--- config.mk ---
export PLATFORM = sky130hd
export DESIGN_NAME = coin_input_conditioner
export DESIGN_NICKNAME = d
export VERILOG_FILES = /design/src/rtl/coin_input_conditioner.sv
export SDC_FILE = /design/constraint.sdc
export NUM_CORES = 1
export LEC_CHECK = 0
export ABC_AREA = 0
export BUFFER_PORTS_ARGS = -buffer_cell sky130_fd_sc_hd__clkbuf_2
export CAP_MARGIN = 20
export CORE_MARGIN = 3
export CORE_UTILIZATION = 46
export CTS_CLUSTER_DIAMETER = 100
export DETAILED_ROUTE_END_ITERATION = 8
export PLACE_DENSITY = 0.71
export REMOVE_ABC_BUFFERS = 1
export SETUP_SLACK_MARGIN = 0.1
export SLEW_MARGIN = 20
export SYNTH_ARGS = -nofsm -noshare
export SYNTH_HDL_FRONTEND = slang
export SYNTH_SLANG_ARGS = --single-unit
--- constraint.sdc ---
create_clock -name clk -period 2.1 [get_ports clk]
set_input_delay 0.42 -clock clk [delete_from_list [all_inputs] [get_ports clk]]
set_output_delay 0.42 -clock clk [all_outputs]
set_load 0.01 [all_outputs]
--- src/rtl/coin_input_conditioner.sv ---
// coin_input_conditioner
// Upstream conditioner for the vending-machine FSM. Each coin sensor is
// synchronised (two flops) and debounced by a four-state FSM
// (IDLE/PRESS/HELD/RELEASE). Every physical coin yields exactly one
// single-cycle pulse on R or C, never both in the same cycle. One coin per
// channel can be queued while downstream asserts hold.
//
// Ports:
//   clk         system clock
//   rst         asynchronous, active-high reset
//   coin_r_raw  raw 1-real sensor level (async)
//   coin_c_raw  raw 50-cent sensor level (async)
//   hold        downstream busy; pulses suppressed, queued coins kept
//   R           registered pulse, one 1-real coin accepted
//   C           registered pulse, one 50-cent coin accepted
//   ovf         sticky, a coin was dropped on a full channel queue
//   jam_r       1-real channel jammed (JAM_DETECT_EN only, else 0)
//   jam_c       50-cent channel jammed (JAM_DETECT_EN only, else 0)
//
// Optional feature macro: JAM_DETECT_EN (jam counters per channel).
module coin_input_conditioner #(
  parameter int DEBOUNCE_CYCLES = 16,
  parameter int JAM_CYCLES      = 4096
) (
  input  logic clk,
  input  logic rst,
  input  logic coin_r_raw,
  input  logic coin_c_raw,
  input  logic hold,
  output logic R,
  output logic C,
  output logic ovf,
  output logic jam_r,
  output logic jam_c
);

  typedef enum logic [1:0] {
    IDLE    = 2'd0,
    PRESS   = 2'd1,
    HELD    = 2'd2,
    RELEASE = 2'd3
  } state_t;

  localparam logic [15:0] CNT_LAST = 16'(DEBOUNCE_CYCLES - 1);

  // Channel 0 is the 1-real slot, channel 1 the 50-cent slot.
  logic [1:0] raw;
  logic [1:0] accept;
  logic [1:0] jam;

  assign raw = {coin_c_raw, coin_r_raw};

  for (genvar ch = 0; ch < 2; ch++) begin : g_chan
    logic        meta;
    logic        sync;
    state_t      state;
    state_t      state_nxt;
    logic [15:0] cnt;
    logic [15:0] cnt_nxt;
    logic        acc;

    // Two-flop synchroniser for the asynchronous sensor level.
    always_ff @(posedge clk or posedge rst) begin
      if (rst) begin
        meta <= 1'b0;
        sync <= 1'b0;
      end else begin
        meta <= raw[ch];
        sync <= meta;
      end
    end

    // Debounce FSM state and counter register.
    always_ff @(posedge clk or posedge rst) begin
      if (rst) begin
        state <= RELEASE;
        cnt   <= 16'd0;
      end else begin
        state <= state_nxt;
        cnt   <= cnt_nxt;
      end
    end

    // Debounce FSM next-state; acc marks the single PRESS->HELD transition.
    always_comb begin
      state_nxt = state;
      cnt_nxt   = cnt;
      acc       = 1'b0;
      case (state)
        IDLE: begin
          if (sync) begin
            state_nxt = PRESS;
            cnt_nxt   = 16'd0;
          end else begin
            state_nxt = IDLE;
          end
        end
        PRESS: begin
          if (!sync) begin
            state_nxt = IDLE;
          end else if (cnt == CNT_LAST) begin
            state_nxt = HELD;
            acc       = 1'b1;
          end else begin
            cnt_nxt = cnt + 16'd1;
          end
        end
        HELD: begin
          if (!sync) begin
            state_nxt = RELEASE;
            cnt_nxt   = 16'd0;
          end else begin
            state_nxt = HELD;
          end
        end
        RELEASE: begin
          // A bounce back high re-enters HELD without a new coin event.
          if (sync) begin
            state_nxt = HELD;
          end else if (cnt == CNT_LAST) begin
            state_nxt = IDLE;
          end else begin
            cnt_nxt = cnt + 16'd1;
          end
        end
        default: begin
          state_nxt = RELEASE;
          cnt_nxt   = 16'd0;
        end
      endcase
    end

    assign accept[ch] = acc;

`ifdef JAM_DETECT_EN
    localparam int            JW       = $clog2(JAM_CYCLES) + 1;
    localparam logic [JW-1:0] JAM_LAST = JW'(JAM_CYCLES - 1);

    logic [JW-1:0] jam_cnt;
    logic [JW-1:0] jam_cnt_nxt;
    logic          jam_q;

    // Saturating HELD-duration counter; restarts on every HELD entry.
    always_comb begin
      jam_cnt_nxt = jam_cnt;
      if (state_nxt != HELD) begin
        jam_cnt_nxt = {JW{1'b0}};
      end else if (state != HELD) begin
        jam_cnt_nxt = {JW{1'b0}};
      end else if (jam_cnt != JAM_LAST) begin
        jam_cnt_nxt = jam_cnt + {{(JW-1){1'b0}}, 1'b1};
      end else begin
        jam_cnt_nxt = jam_cnt;
      end
    end

    // Jam counter and flag; flag drops on the edge the FSM leaves HELD.
    always_ff @(posedge clk or posedge rst) begin
      if (rst) begin
        jam_cnt <= {JW{1'b0}};
        jam_q   <= 1'b0;
      end else begin
        jam_cnt <= jam_cnt_nxt;
        jam_q   <= (state_nxt == HELD) && (jam_cnt_nxt == JAM_LAST);
      end
    end

    assign jam[ch] = jam_q;
`else
    assign jam[ch] = 1'b0;
`endif
  end

`ifndef JAM_DETECT_EN
  // JAM_CYCLES only shapes the jam counters, which are absent in this build.
  logic unused_jam_cfg;
  assign unused_jam_cfg = ^JAM_CYCLES;
`endif

  assign jam_r = jam[0];
  assign jam_c = jam[1];

  logic pend_r;
  logic pend_c;
  logic pend_r_nxt;
  logic pend_c_nxt;
  logic cons_r;
  logic cons_c;
  logic drop_r;
  logic drop_c;

  // Queue bookkeeping: R has priority, so C is only consumed when pend_r
  // is empty. A consume and a new accept on the same edge keep the flag set.
  always_comb begin
    cons_r = !hold && pend_r;
    cons_c = !hold && !pend_r && pend_c;
    drop_r = accept[0] && pend_r && !cons_r;
    drop_c = accept[1] && pend_c && !cons_c;
    if (accept[0]) begin
      pend_r_nxt = 1'b1;
    end else if (cons_r) begin
      pend_r_nxt = 1'b0;
    end else begin
      pend_r_nxt = pend_r;
    end
    if (accept[1]) begin
      pend_c_nxt = 1'b1;
    end else if (cons_c) begin
      pend_c_nxt = 1'b0;
    end else begin
      pend_c_nxt = pend_c;
    end
  end

  // Pending flags, output pulses and sticky overflow.
  always_ff @(posedge clk or posedge rst) begin
    if (rst) begin
      pend_r <= 1'b0;
      pend_c <= 1'b0;
      R      <= 1'b0;
      C      <= 1'b0;
      ovf    <= 1'b0;
    end else begin
      pend_r <= pend_r_nxt;
      pend_c <= pend_c_nxt;
      R      <= cons_r;
      C      <= cons_c;
      ovf    <= ovf || drop_r || drop_c;
    end
  end

endmodule

==> impl_metrics.env <==
export IMPL_ys_flop_type="dfrtp_1"
export IMPL_cts_buffers=5
export IMPL_rrSetupSlack_ns=0.13
export IMPL_synth_top_area_cell="dfrtp_1"
export IMPL_fin_nets=272
export IMPL_vias=1819
export IMPL_pwr_share_clk_pct=34.2
export IMPL_r2r_cells=5
export IMPL_power_frac_seq_pct=58.8
export IMPL_drv_cap=0
export IMPL_clock_path_buffers=2
export IMPL_async_flop_share_pct=100
export IMPL_grt_pass1_wl_microns=7800
export IMPL_start_util_pct=49.8
export IMPL_final_layout_size_suffix_gt1_share_pct=22.6
export IMPL_ys_seq_elements=45
export IMPL_slew_headroom_pct=54.8
export IMPL_ant_nets=0
export IMPL_timing_fmax_mhz=509
export IMPL_outcome="finished, final reports clean"
export IMPL_grt_setup_unrepaired="yes"
export IMPL_firstDrtPassIters=4
export IMPL_avgSynthCellArea_sq_um=9.79
export IMPL_path_max_fanout=6
export IMPL_clock_latency_ns=0.30
export IMPL_post_route_drc_count=0
export IMPL_pin_count=10
export IMPL_synthDistinctLibCells=45
export IMPL_net_switching_power_uw=389
export IMPL_fp_dieW_microns=76.3
export IMPL_fin_skew_ns=0.00931
export IMPL_synth_edff_count=0
export IMPL_nFillCells=426
export IMPL_cp_startpoint="g_chan[0].cnt[5]$_DFFE_PP0P_"
export IMPL_hold_viol=0
export IMPL_tns_ns=0
export IMPL_wl_per_cell_microns=13.9
export IMPL_hold_path_class="input port to async pin"
export IMPL_crit_type="flop to flop"
export IMPL_routed_wl_microns=4600
export IMPL_numPortBuffers=7
export IMPL_die_h_microns=76.3
export IMPL_ctsRootBufferMaster="clkbuf_8"
export IMPL_tightest_slew_ns=0.677
export IMPL_most_common_layout_cells="41 x dfrtp_1, 35 x nand2_1, 24 x buf_4, 20 x nor2_1, 12 x nand3_1"
export IMPL_r2r_start="g_chan[0].cnt[5]$_DFFE_PP0P_"
export IMPL_vdd_ir_drop_max_uv=393
export IMPL_grt_max_degree=34
export IMPL_rows=24
export IMPL_min_period_over_period_pct=93.6
export IMPL_num_antenna_cells=0
export IMPL_ys_seq_area_share_pct=49.8
export IMPL_pwr_share_comb_pct=7.0
export IMPL_core_sq_um=4560
export IMPL_min_period_ns=1.97
export IMPL_cp_endpoint="g_chan[0].cnt[2]$_DFFE_PP0P_"
export IMPL_startpoint_type="flop"
export IMPL_ys_top_cells_by_area="dfrtp_1 45%, nand2_1 5.8%, dfstp_2 4.6%"
export IMPL_area_growth_pct=17.3
export IMPL_grt_total_usage_pct=16.5
export IMPL_endpoint_kind="flop"
export IMPL_final_common_cell="dfrtp_1"
export IMPL_clock_sinks=45
export IMPL_p_leak_nw=1.22
export IMPL_drv_slew=0
export IMPL_synth_cells=232
export IMPL_cts_tree="yes"
export IMPL_p_int_mw=1.16
export IMPL_p_total_mw=1.55
export IMPL_ys_warn_count=0
export IMPL_switching_share_pct=25.2
export IMPL_syn_area_sq_um=2270
export IMPL_arrival_ns=2.15
export IMPL_worstPathRequired_ns=2.29
export IMPL_vias_per_cell=5.50
export IMPL_overflow=0
export IMPL_drtIter0Drc=170
export IMPL_place_detailed_hpwl_microns=3270
export IMPL_grt_pass1_vias=1596
export IMPL_gp_congestion=0.851
export IMPL_antenna_found_initial=0
export IMPL_rr_endpoint="g_chan[0].cnt[2]$_DFFE_PP0P_"
export IMPL_setup_viol=0
export IMPL_synth_top_area_share_pct=45.2
export IMPL_clk_pin_slew_worst_paths_ns=0.09
export IMPL_dieArea_sq_um=5820
export IMPL_htreeDepth=2
export IMPL_power_density_nw_per_um2=581
==> power groups by stage <==
stage	logic, mW	clock network, mW	registers, mW
global route	0.124	0.582	0.913
floorplan	0.0691	0	0.924
CTS	0.109	0.537	0.909
finish	0.108	0.530	0.910
global placement	0.107	0	0.924
detailed placement	0.109	0	0.926
==> routing by layer <==
layer | up-vias | track usage (%) | wire, microns
met3 | 7 | 2.60 | 183
met1 | 866 | 26.0 | 2430
li1 | 902 | - | -
met4 | 0 | 7.97 | 88
met2 | 44 | 21.5 | 1900
met5 | - | 0 | 0
==> critical path: stages (launching register included) <==
cell	delay [ns]
dfrtp_1	0.38
or4_4	0.55
or4_4	0.60
nand3_2	0.11
xor2_1	0.15
nor2_1	0.05
==> timing repair <==
item / CTS / global route
endpoints found under the setup margin: 10 / 7
hold buffers: 0 / 0
setup buffers: 0 / 2
pin swaps: 1 / 4
resized for setup: 1 / 9
==> synth_stat cells, types with 3 or more instances <==
cell type / number
inv_1: 6
a21o_1: 10
nor4_1: 6
o31ai_1: 8
xor2_1: 8
nand3_1: 15
and3_1: 7
nor3_1: 3
nand2_1: 35
buf_4: 3
nor2_1: 20
o21ai_0: 7
dfstp_2: 4
dfrtp_1: 41
nand4_1: 9
or4_1: 6
or3_1: 4
xnor2_1: 6
==> state kept, by name, indices dropped and copies added (netlist names), named ones only <==
signal,count
g_chan.sync,2
g_chan.cnt,32
C,1
ovf,1
g_chan.meta,2
g_chan.state,2
pend_c,1
R,1
pend_r,1
==> final cells by class <==
| class | count | area [sq um] | share of cell area [%] |
|---|---|---|---|
| Sequential cell | 45 | 1130 | 42.4 |
| Multi-Input combinational cell | 176 | 1130 | 42.4 |
| Timing Repair Buffer | 31 | 215 | 8.07 |
| Tap cell | 65 | 81.3 | 3.05 |
| Clock buffer | 5 | 68.8 | 2.58 |
| Inverter | 6 | 22.5 | 0.845 |
| Clock inverter | 3 | 17.5 | 0.657 |
==> metrics by stage <==
step	util, %	cells	setup slack [ns]	area, sq um	hold slack [ns]
2_1_floorplan	-	227	0.0584	2230	0.331
3_3_place_gp	55.1	321	0.0311	2520	0.332
3_5_place_dp	55.1	321	0.00592	2520	0.338
5_1_grt	58.4	331	0.0175	2670	0.215
6_report	58.4	331	0.134	2670	0.193
4_1_cts	57.1	329	0.119	2610	0.217
==> how the worst min path moves through the flow <==
stage | startpoint | endpoint | slack [ns] | cells after the start
detailed placement | g_chan[1].meta$_DFF_PP0_ | g_chan[1].sync$_DFF_PP0_ | 0.34 | 0
finish | rst | g_chan[1].meta$_DFF_PP0_ | 0.19 | 2
global route | coin_r_raw | g_chan[0].meta$_DFF_PP0_ | 0.22 | 1
CTS | coin_c_raw | g_chan[1].meta$_DFF_PP0_ | 0.22 | 1
global placement | g_chan[0].meta$_DFF_PP0_ | g_chan[0].sync$_DFF_PP0_ | 0.33 | 0
floorplan | g_chan[0].meta$_DFF_PP0_ | g_chan[0].sync$_DFF_PP0_ | 0.33 | 0
==> kinds of logic (layout without fill, tap and decap cells) <==
kind of cell / count (synthesis) / in the layout / synth area share (%)
multiplexers: 2 / 2 / 1.16
buffers and inverters: 12 / 45 / 2.81
adder cells (fa/ha/maj): 2 / 2 / 1.10
AO/OA/AOI/OAI: 37 / 37 / 12.4
AND/OR/NAND/NOR: 118 / 118 / 26.5
flip-flops: 45 / 45 / 49.8
XOR/XNOR: 15 / 15 / 6.11
other: 1 / 2 / 0.165
No activity file was read; power rests on OpenSTA's default activity.
